--- src/rtl/uart_pkg.sv ---
// Shared UART transmit types and board timing constants.
// The default bit period is derived from the 32.256 MHz board clock and 115200 baud.
package uart_pkg;

    localparam int DATA_BITS    = 8;
    localparam int BOARD_CLK_HZ = 32_256_000;
    localparam int DEFAULT_BAUD = 115_200;

    typedef enum logic [1:0] {
        IDLE,
        START,
        DATA,
        STOP
    } tx_state_e;

    // Round to the nearest whole clock so an awkward ratio errs toward the true baud rate.
    function automatic int clks_per_bit(input int clk_hz, input int baud);
        return (clk_hz + baud / 2) / baud;
    endfunction

    localparam int DEFAULT_CLKS_PER_BIT = clks_per_bit(BOARD_CLK_HZ, DEFAULT_BAUD);

endpackage

--- src/rtl/uart_tx_fifo.sv ---
// Circular byte queue that feeds the UART serializer.
// ready_o and level_o come straight from flops, so the stream side never sees a combinational path.
module uart_tx_fifo #(
    parameter  int DEPTH = 4,
    parameter  int WIDTH = 8,
    localparam int PTR_W = $clog2(DEPTH),
    localparam int LVL_W = $clog2(DEPTH + 1)
) (
    input  logic             clk_i,
    input  logic             rst_ni,
    input  logic [WIDTH-1:0] wdata_i,
    input  logic             push_i,
    input  logic             pop_i,
    output logic [WIDTH-1:0] rdata_o,
    output logic             ready_o,
    output logic             empty_o,
    output logic [LVL_W-1:0] level_o,
    output logic [LVL_W-1:0] level_next_o
);

    localparam logic [LVL_W-1:0] FULL_LEVEL = LVL_W'(DEPTH);

    logic [WIDTH-1:0] mem_q [DEPTH];
    logic [WIDTH-1:0] mem_d [DEPTH];
    logic [PTR_W-1:0] wr_ptr_q, wr_ptr_d;
    logic [PTR_W-1:0] rd_ptr_q, rd_ptr_d;
    logic [LVL_W-1:0] level_q, level_d;
    logic             ready_q, ready_d;
    logic             do_push;
    logic             do_pop;

    // push_i is a raw request; it only lands when the registered ready says there is room.
    always_comb begin
        do_push  = push_i && ready_q;
        do_pop   = pop_i && (level_q != '0);
        mem_d    = mem_q;
        wr_ptr_d = wr_ptr_q;
        rd_ptr_d = rd_ptr_q;
        level_d  = level_q;

        if (do_push) begin
            mem_d[wr_ptr_q] = wdata_i;
            wr_ptr_d        = wr_ptr_q + PTR_W'(1);
        end
        if (do_pop) begin
            rd_ptr_d = rd_ptr_q + PTR_W'(1);
        end

        case ({do_push, do_pop})
            2'b10:   level_d = level_q + LVL_W'(1);
            2'b01:   level_d = level_q - LVL_W'(1);
            default: level_d = level_q;
        endcase

        ready_d = (level_d != FULL_LEVEL);
    end

    always_ff @(posedge clk_i or negedge rst_ni) begin
        if (!rst_ni) begin
            for (int i = 0; i < DEPTH; i++) begin
                mem_q[i] <= '0;
            end
            wr_ptr_q <= '0;
            rd_ptr_q <= '0;
            level_q  <= '0;
            ready_q  <= 1'b1;
        end else begin
            mem_q    <= mem_d;
            wr_ptr_q <= wr_ptr_d;
            rd_ptr_q <= rd_ptr_d;
            level_q  <= level_d;
            ready_q  <= ready_d;
        end
    end

    assign rdata_o      = mem_q[rd_ptr_q];
    assign ready_o      = ready_q;
    assign empty_o      = (level_q == '0);
    assign level_o      = level_q;
    assign level_next_o = level_d;

endmodule

--- src/rtl/uart_tx_buffered.sv ---
// Buffered 8N1 UART transmitter: stream bytes in, queue them, shift them out LSB first.
// Frames chain with no idle gap while the queue holds data.
module uart_tx_buffered
    import uart_pkg::*;
#(
    parameter  int CLKS_PER_BIT = DEFAULT_CLKS_PER_BIT,
    parameter  int FIFO_DEPTH   = 4,
    parameter  int STOP_BITS    = 1,
    localparam int LVL_W        = $clog2(FIFO_DEPTH + 1)
) (
    input  logic                 clk_i,
    input  logic                 rst_ni,
    input  logic [DATA_BITS-1:0] data_i,
    input  logic                 valid_i,
    output logic                 ready_o,
    output logic                 tx_o,
    output logic                 busy_o,
    output logic [LVL_W-1:0]     level_o
);

    localparam int CNT_W = $clog2(CLKS_PER_BIT);
    localparam int IDX_W = $clog2(DATA_BITS);
    localparam logic [CNT_W-1:0] CNT_LAST  = CNT_W'(CLKS_PER_BIT - 1);
    localparam logic [IDX_W-1:0] IDX_LAST  = IDX_W'(DATA_BITS - 1);
    localparam logic             STOP_LAST = 1'(STOP_BITS - 1);

    tx_state_e            state_q, state_d;
    logic [CNT_W-1:0]     cnt_q, cnt_d;
    logic [IDX_W-1:0]     idx_q, idx_d;
    logic [DATA_BITS-1:0] shift_q, shift_d;
    logic                 stop_idx_q, stop_idx_d;
    logic                 tx_q, tx_d;
    logic                 busy_q, busy_d;
    logic                 bit_done;

    logic                 fifo_pop;
    logic                 fifo_empty;
    logic [DATA_BITS-1:0] fifo_rdata;
    logic [LVL_W-1:0]     fifo_level_next;

    uart_tx_fifo #(
        .DEPTH (FIFO_DEPTH),
        .WIDTH (DATA_BITS)
    ) u_fifo (
        .clk_i        (clk_i),
        .rst_ni       (rst_ni),
        .wdata_i      (data_i),
        .push_i       (valid_i),
        .pop_i        (fifo_pop),
        .rdata_o      (fifo_rdata),
        .ready_o      (ready_o),
        .empty_o      (fifo_empty),
        .level_o      (level_o),
        .level_next_o (fifo_level_next)
    );

    // tx_d is the value the pin takes after this edge, so every transition lands on the state change.
    always_comb begin
        state_d    = state_q;
        idx_d      = idx_q;
        shift_d    = shift_q;
        stop_idx_d = stop_idx_q;
        tx_d       = tx_q;
        fifo_pop   = 1'b0;
        bit_done   = (cnt_q == CNT_LAST);
        cnt_d      = (state_q == IDLE || bit_done) ? '0 : cnt_q + CNT_W'(1);

        case (state_q)
            IDLE: begin
                tx_d = 1'b1;
                if (!fifo_empty) begin
                    fifo_pop = 1'b1;
                    shift_d  = fifo_rdata;
                    state_d  = START;
                    tx_d     = 1'b0;
                end
            end
            START: begin
                if (bit_done) begin
                    state_d = DATA;
                    idx_d   = '0;
                    tx_d    = shift_q[0];
                end
            end
            DATA: begin
                if (bit_done) begin
                    if (idx_q == IDX_LAST) begin
                        state_d    = STOP;
                        stop_idx_d = 1'b0;
                        tx_d       = 1'b1;
                    end else begin
                        idx_d = idx_q + IDX_W'(1);
                        tx_d  = shift_q[idx_q + IDX_W'(1)];
                    end
                end
            end
            STOP: begin
                if (bit_done) begin
                    if (stop_idx_q == STOP_LAST) begin
                        if (!fifo_empty) begin
                            fifo_pop = 1'b1;
                            shift_d  = fifo_rdata;
                            state_d  = START;
                            tx_d     = 1'b0;
                        end else begin
                            state_d = IDLE;
                            tx_d    = 1'b1;
                        end
                    end else begin
                        stop_idx_d = 1'b1;
                    end
                end
            end
            default: begin
                state_d = IDLE;
                tx_d    = 1'b1;
            end
        endcase

        busy_d = (state_d != IDLE) || (fifo_level_next != '0);
    end

    always_ff @(posedge clk_i or negedge rst_ni) begin
        if (!rst_ni) begin
            state_q    <= IDLE;
            cnt_q      <= '0;
            idx_q      <= '0;
            shift_q    <= '0;
            stop_idx_q <= 1'b0;
            tx_q       <= 1'b1;
            busy_q     <= 1'b0;
        end else begin
            state_q    <= state_d;
            cnt_q      <= cnt_d;
            idx_q      <= idx_d;
            shift_q    <= shift_d;
            stop_idx_q <= stop_idx_d;
            tx_q       <= tx_d;
            busy_q     <= busy_d;
        end
    end

    assign tx_o   = tx_q;
    assign busy_o = busy_q;

endmodule

--- config.mk ---
export PLATFORM = sky130hd
export DESIGN_NAME = uart_tx_buffered
export DESIGN_NICKNAME = d
export VERILOG_FILES = /design/src/rtl/uart_pkg.sv /design/src/rtl/uart_tx_fifo.sv /design/src/rtl/uart_tx_buffered.sv
export SDC_FILE = /design/constraint.sdc
export NUM_CORES = 1
export LEC_CHECK = 0
export ABC_AREA = 1
export BUFFER_PORTS_ARGS = -buffer_cell sky130_fd_sc_hd__buf_2
export CAP_MARGIN = 20
export CORE_MARGIN = 5
export CORE_UTILIZATION = 61
export CTS_CLUSTER_DIAMETER = 100
export DETAILED_ROUTE_END_ITERATION = 16
export PLACE_DENSITY_LB_ADDON = 0.3
export SKIP_LAST_GASP = 1
export SYNTH_ARGS = -nofsm -noshare
export SYNTH_HDL_FRONTEND = slang
export SYNTH_HIERARCHICAL = 1
export SYNTH_SLANG_ARGS = --single-unit
--- constraint.sdc ---
create_clock -name clk_i -period 6.68 [get_ports clk_i]
set_input_delay 1.336 -clock clk_i [delete_from_list [all_inputs] [get_ports clk_i]]
set_output_delay 1.336 -clock clk_i [all_outputs]
set_load 0.01 [all_outputs]
### Word level (Yosys, flattened, before mapping)

Cells that the tools add are included.

* register bits after elaboration: 65
* bits of input ports: 11
* output and inout port bits: 6
* logic and storage cells: 100

* add/sub/neg operators: 6
* $lt $le $gt $ge: 4
* equality and inequality tests: 14
* multiplexer cells: 42
* bitwise operators: 2
* reductions and logical operators: 17

Operators by type and width (count)
* 8-bit two-way mux: 6
* 32-bit bitwise mux: 1
* 8-bit binary-select mux with 2-bit select: 1
* 8-bit demux with 2-bit select: 1
* 8-bit case mux with 2 select lines: 1
* 1-bit two-way mux: 15
* 2-bit two-way mux: 6
* 2-bit != test (second input constant): 6
* 3-bit case mux with 2 select lines: 2
* 4-bit AND reduction: 3
* 9-bit by 1-bit adder with 9-bit output (second input constant): 1
* 9-bit equality test (second input constant): 1
* 3-bit two-way mux: 3
* 9-bit two-way mux: 1
* 2-bit case mux with 4 select lines: 1
* 2-bit nonzero test: 4
* 3-bit by 1-bit adder with 3-bit output (second input constant): 2
* 2-bit equality test (second input constant): 3
* 3-bit >= comparator (second input constant): 2
* 2-bit inverter with 3-bit output: 2
* 3-bit nonzero test: 2
* 2-bit by 1-bit adder with 2-bit output (second input constant): 2
* 2-bit by 1-bit equality test with 1-bit output (second input constant): 2
* 3-bit by 4-bit less-than comparator with 1-bit output (second input constant): 1
* other kinds (12): 16

### Longest topological paths before layout

* depth in word-level cells: 10
* mapped depth: 18
* gate-level depth less buffers: 18

### By module

Netlist, hierarchy kept.

Modules (own cells, without submodules)
* uart_tx_fifo: times used 1, cells an instance 204, area an instance 1944.4 um2, sequential area each 1002.2 um2
* uart_tx_buffered: times used 1, cells an instance 152, area an instance 1362.6 um2, sequential area each 601.8 um2

### Worst setup path before layout

No wires, ideal clock.

* kind: input-to-reg
* start: input port valid_i
* end: register busy_q (netlist: busy_o)
* setup time: 122 ps
* arrival time: 2730 ps
* data required time: 6558 ps
* slack: 3828 ps
* stages: 11
* path buffers: 0
* cell sequence: nand2_4 ha_1 inv_1 fa_1 nand2_1 nand3_1 nand2_1 nand2_1 or3_1 a21oi_1 nand2_1

* word-level cells in the longest chain between the ends: 5

RTL lines
* start: declaration: line uart_tx_buffered.sv:14 `input logic valid_i,`
* 1-bit logical AND *: line uart_tx_fifo.sv:34 `do_push = push_i && ready_q;`
* 2-bit by 1-bit equality test with 1-bit output / 2-bit equality test (equally long branches): line uart_tx_fifo.sv:49 `case ({do_push, do_pop})`
* 3-bit case mux with 2 select lines *: line uart_tx_fifo.sv:49
* named net fifo_level_next[2]: line uart_tx_buffered.sv:39 `logic [LVL_W-1:0] fifo_level_next;`
* 3-bit nonzero test *: line uart_tx_buffered.sv:120 `busy_d = (state_d != IDLE) || (fifo_level_next != '0);`
* 1-bit logical OR *: line uart_tx_buffered.sv:120
* named net busy_d: line uart_tx_buffered.sv:33 `logic busy_q, busy_d;`
* end signal: assignment: line uart_tx_buffered.sv:139 `busy_q <= busy_d;`
* end: declaration: line uart_tx_buffered.sv:33

The timed path passes the listed nets; every way through them passes the cells marked *.
A chain may end at the register's enable or synchronous reset.

### Worst setup path in the final report

* start: register state_q[1]
* end: register busy_q (netlist: busy_o)

* word-level cells in the longest chain between the ends: 7

RTL lines
* start: declaration: line uart_tx_buffered.sv:27 `tx_state_e state_q, state_d;`
* start signal: assignment: line uart_tx_buffered.sv:133 `state_q <= state_d;`
* 2-bit equality test / 2-bit zero test (equally long branches): line uart_tx_buffered.sv:68 `case (state_q)`
* 1-bit case mux with 2 select lines *: line uart_tx_buffered.sv:68
* named net fifo_pop: line uart_tx_buffered.sv:36 `logic fifo_pop;`
* 1-bit logical AND *: line uart_tx_fifo.sv:35 `do_pop = pop_i && (level_q != '0);`
* named net u_fifo.do_pop: line uart_tx_fifo.sv:30 `logic do_pop;`
* 2-bit by 1-bit equality test with 1-bit output / 2-bit equality test (equally long branches): line uart_tx_fifo.sv:49
* 3-bit case mux with 2 select lines *: line uart_tx_fifo.sv:49
* named net fifo_level_next[2]: line uart_tx_buffered.sv:39
* 3-bit nonzero test *: line uart_tx_buffered.sv:120
* 1-bit logical OR *: line uart_tx_buffered.sv:120
* named net busy_d: line uart_tx_buffered.sv:33

Marked as above.

==> flow_metrics.py <==
metrics = {
    "global_routing": {
        "grt_pass1_vias": 2295,
        "grt_max_degree": 65,
        "overflow": 0,
        "grt_pass1_wl_um": 10700,
        "grt_antenna_before_repair": 0,
        "grt.total_usage": 0.193,
    },
    "clocking": {
        "post-cts-setup-buffers": 0,
        "cts_tree": "yes",
        "numClockSinks": 64,
        "numCtsBuffers": 9,
        "ctsHoldBuffers": 0,
        "cts-root-buf": "clkbuf_8",
        "clk_pin_slew_ps": 70,
        "clock_latency_ps": 350,
        "cts_resized": 0,
        "htree_levels": 3,
        "clock_path_buffers": 2,
    },
    "die": {
        "die_w_um": 83.6,
        "die_area_mm2": 0.00699,
        "core_area_mm2": 0.00517,
        "io-pin-count": 17,
        "dieHeight_um": 83.6,
        "rows": 26,
        "start_util": 0.639,
    },
    "pwr": {
        "pwr-share-comb": 0.380,
        "powerDensity_mw_per_mm2": 453,
        "sw_frac_of_total": 0.374,
        "p_total_w": 0.00164,
        "vdd_drop_max_uv": 223,
        "power_frac_seq": 0.399,
        "p_clk_frac": 0.221,
        "switching_power_w": 0.000614,
        "p_leak_nw": 1.81,
        "intPower_w": 0.00103,
    },
    "timing": {
        "grt_setup_unrepaired": "false",
        "setup_viol": 0,
        "skew_ps": 6.44,
        "setup_tns_ps": 0,
        "worst_pin_slew_ps": 791,
        "drv_slew": 0,
        "relSlewSlack": 0.473,
        "post-route-period-util": 0.469,
        "finalHoldViolCount": 0,
        "fmax_mhz": 319,
        "fin_crit_ps": 3130,
    },
    "route": {
        "wire_per_inst_um": 13.7,
        "viasPerCell": 5.31,
        "drt_iter0_drc": 118,
        "drcViolationCount": 0,
        "ant_nets": 0,
        "routed_wl_um": 6160,
        "first_pass_iters": 4,
        "num_vias": 2396,
    },
    "logic_synthesis": {
        "synth.avg_cell_area_um2": 9.29,
        "synth_top_area_frac": 0.469,
        "synth_nets": 380,
        "ys_warn_count": 6,
        "ys_ff_latch": 64,
        "synth_edf_count": 0,
        "synth_cell_types": 34,
        "synthTopCellsByArea": "dfrtp_1 47%, nand2_1 8.4%, ha_1 4.5%",
        "netlist_instances": 356,
        "seq_area_frac_synth": 0.485,
        "synth_ff_type": "dfrtp_1",
        "synth_top_area_cell": "dfrtp_1",
        "async_flop_share": 1.00,
        "syn_area_mm2": 0.00331,
    },
    "critical_path": {
        "cp-end-kind": "flip-flop",
        "crit_required_ps": 6910,
        "reg2reg_to": "busy_o$_DFF_PN0_",
        "crit_fanout": 4,
        "ff2ff_setup_slack_ps": 3550,
        "rr_worst_depth": 16,
        "r2r-start": "state_q[1]$_DFF_PN0_",
        "worstSetupPathType": "reg -> reg",
        "crit_arrival_ps": 3360,
        "cp-start-kind": "flip-flop",
    },
    "flow_run": {
        "maxCapViolCount": 0,
    },
    "final_layout": {
        "drive_above_1_share": 0.197,
        "area_growth_pct": 9.50,
        "final_cell_mix": "74 x nand2_1, 62 x dfrtp_1, 35 x inv_1",
        "antenna_cells": 0,
        "layout_commonest_cell": "nand2_1",
        "nets": 400,
    },
    "outcome": {
        "status": "completed",
    },
    "hold_path": {
        "min_path_cells": 1,
        "hp-start": "cnt_q[0]$_DFF_PN0_",
        "hold_end": "cnt_q[0]$_DFF_PN0_",
        "min_path_type": "reg -> reg",
    },
    "place": {
        "dpl.hpwl_um": 4050,
        "portBuffers": 16,
        "gp_congestion": 0.852,
    },
}
## state kept, by name, indices dropped and copies added (netlist names), 2 cells and up
register         flops
shift_q              8
state_q              2
u_fifo/rd_ptr_q      2
cnt_q                9
u_fifo/mem_q        32
u_fifo/level_o       3
u_fifo/wr_ptr_q      2
idx_q                3
## power groups by stage
stage | combinational, W | clock [W] | sequential (W)
CTS | 0.000631 | 0.000373 | 0.000653
global route | 0.000708 | 0.000395 | 0.000678
finish | 0.000623 | 0.000363 | 0.000655
detailed placement | 0.000622 | 0 | 0.000658
global placement | 0.000599 | 0 | 0.000655
floorplan | 0.000545 | 0 | 0.000622
## kinds of logic after synthesis
kind of cell               count (synthesis)  share of synthesized area
buffers and inverters                     45                     0.0692
muxes                                      8                     0.0363
xor gates and xnor gates                   5                     0.0132
and+or+nand+nor                          149                      0.213
AOI/OAI and AO/OA                         72                      0.132
DFF                                       64                      0.485
adders and majority gates                 13                     0.0515
## worst max-delay path, cell delays in order, from the launching register on
cell and delay, ps:
dfrtp_1 420, inv_1 150, ha_1 280, nor2_1 370
a21boi_0 230, nand2_1 120, inv_1 70, ha_1 150
inv_1 60, fa_1 370, nand2_1 100, nand3_1 90
nand2_1 60, nand2_1 70, or3_1 300, a21oi_1 120
nand2_1 60
## layer usage
metal | share of wire | vias up | track usage
met3 | 0.048 | 2 | 0.0671
met5 | 0 | - | 0
met1 | 0.45 | 1123 | 0.244
met2 | 0.50 | 56 | 0.312
li1 | - | 1215 | -
met4 | 0.0024 | 0 | 0.0629
## area by class of cell
| type | count | area (µm²) |
|---|---|---|
| multi-input combinational | 247 | 1470 |
| clock buffer | 9 | 124 |
| fill | 395 | 1550 |
| tap | 70 | 87.6 |
| clock inverter | 7 | 95.1 |
| sequential | 64 | 1600 |
| inverter | 37 | 149 |
| timing repair buffer | 17 | 87.6 |
## Yosys cell counts, types with 2 or more instances
master     n
nand2_1   74
dfrtp_1   62
inv_1     35
nor2_1    33
o21ai_0   22
nand3_1   19
o21ai_1   16
o21ai_2   16
ha_1      12
mux2_4     8
o22ai_1    8
a21oi_1    7
nand2_4    7
buf_6      6
nand4_1    3
xor2_1     3
a21boi_0   2
dfstp_2    2
nand2_2    2
nor2_4     2
nor3_1     2
nor3b_1    2
xnor2_1    2
## per-stage QoR
| stage | cells | setup WS (ps) | util | hold slack, ps | cell area (µm²) |
|---|---|---|---|---|---|
| 2_1_floorplan | 356 | 3830 | - | 433 | 3310 |
| 3_3_place_gp | 435 | 3650 | 0.658 | 454 | 3400 |
| 3_5_place_dp | 435 | 3580 | 0.658 | 457 | 3400 |
| 4_1_cts | 451 | 3540 | 0.700 | 466 | 3620 |
| 5_1_grt | 451 | 3290 | 0.700 | 501 | 3620 |
| 6_report | 451 | 3550 | 0.700 | 465 | 3620 |
## worst max-delay path by stage
| stage | start | to | slack, ps | cells after the start |
|---|---|---|---|---|
| global route | state_q[0]$_DFF_PN0_ | busy_o$_DFF_PN0_ | 3290 | 16 |
| global placement | valid_i | busy_o$_DFF_PN0_ | 3650 | 12 |
| floorplan | valid_i | busy_o$_DFF_PN0_ | 3830 | 11 |
| CTS | state_q[1]$_DFF_PN0_ | busy_o$_DFF_PN0_ | 3540 | 16 |
| finish | state_q[1]$_DFF_PN0_ | busy_o$_DFF_PN0_ | 3550 | 16 |
| detailed placement | state_q[1]$_DFF_PN0_ | busy_o$_DFF_PN0_ | 3580 | 16 |
Note: power is estimated with default switching activity, not from simulation.
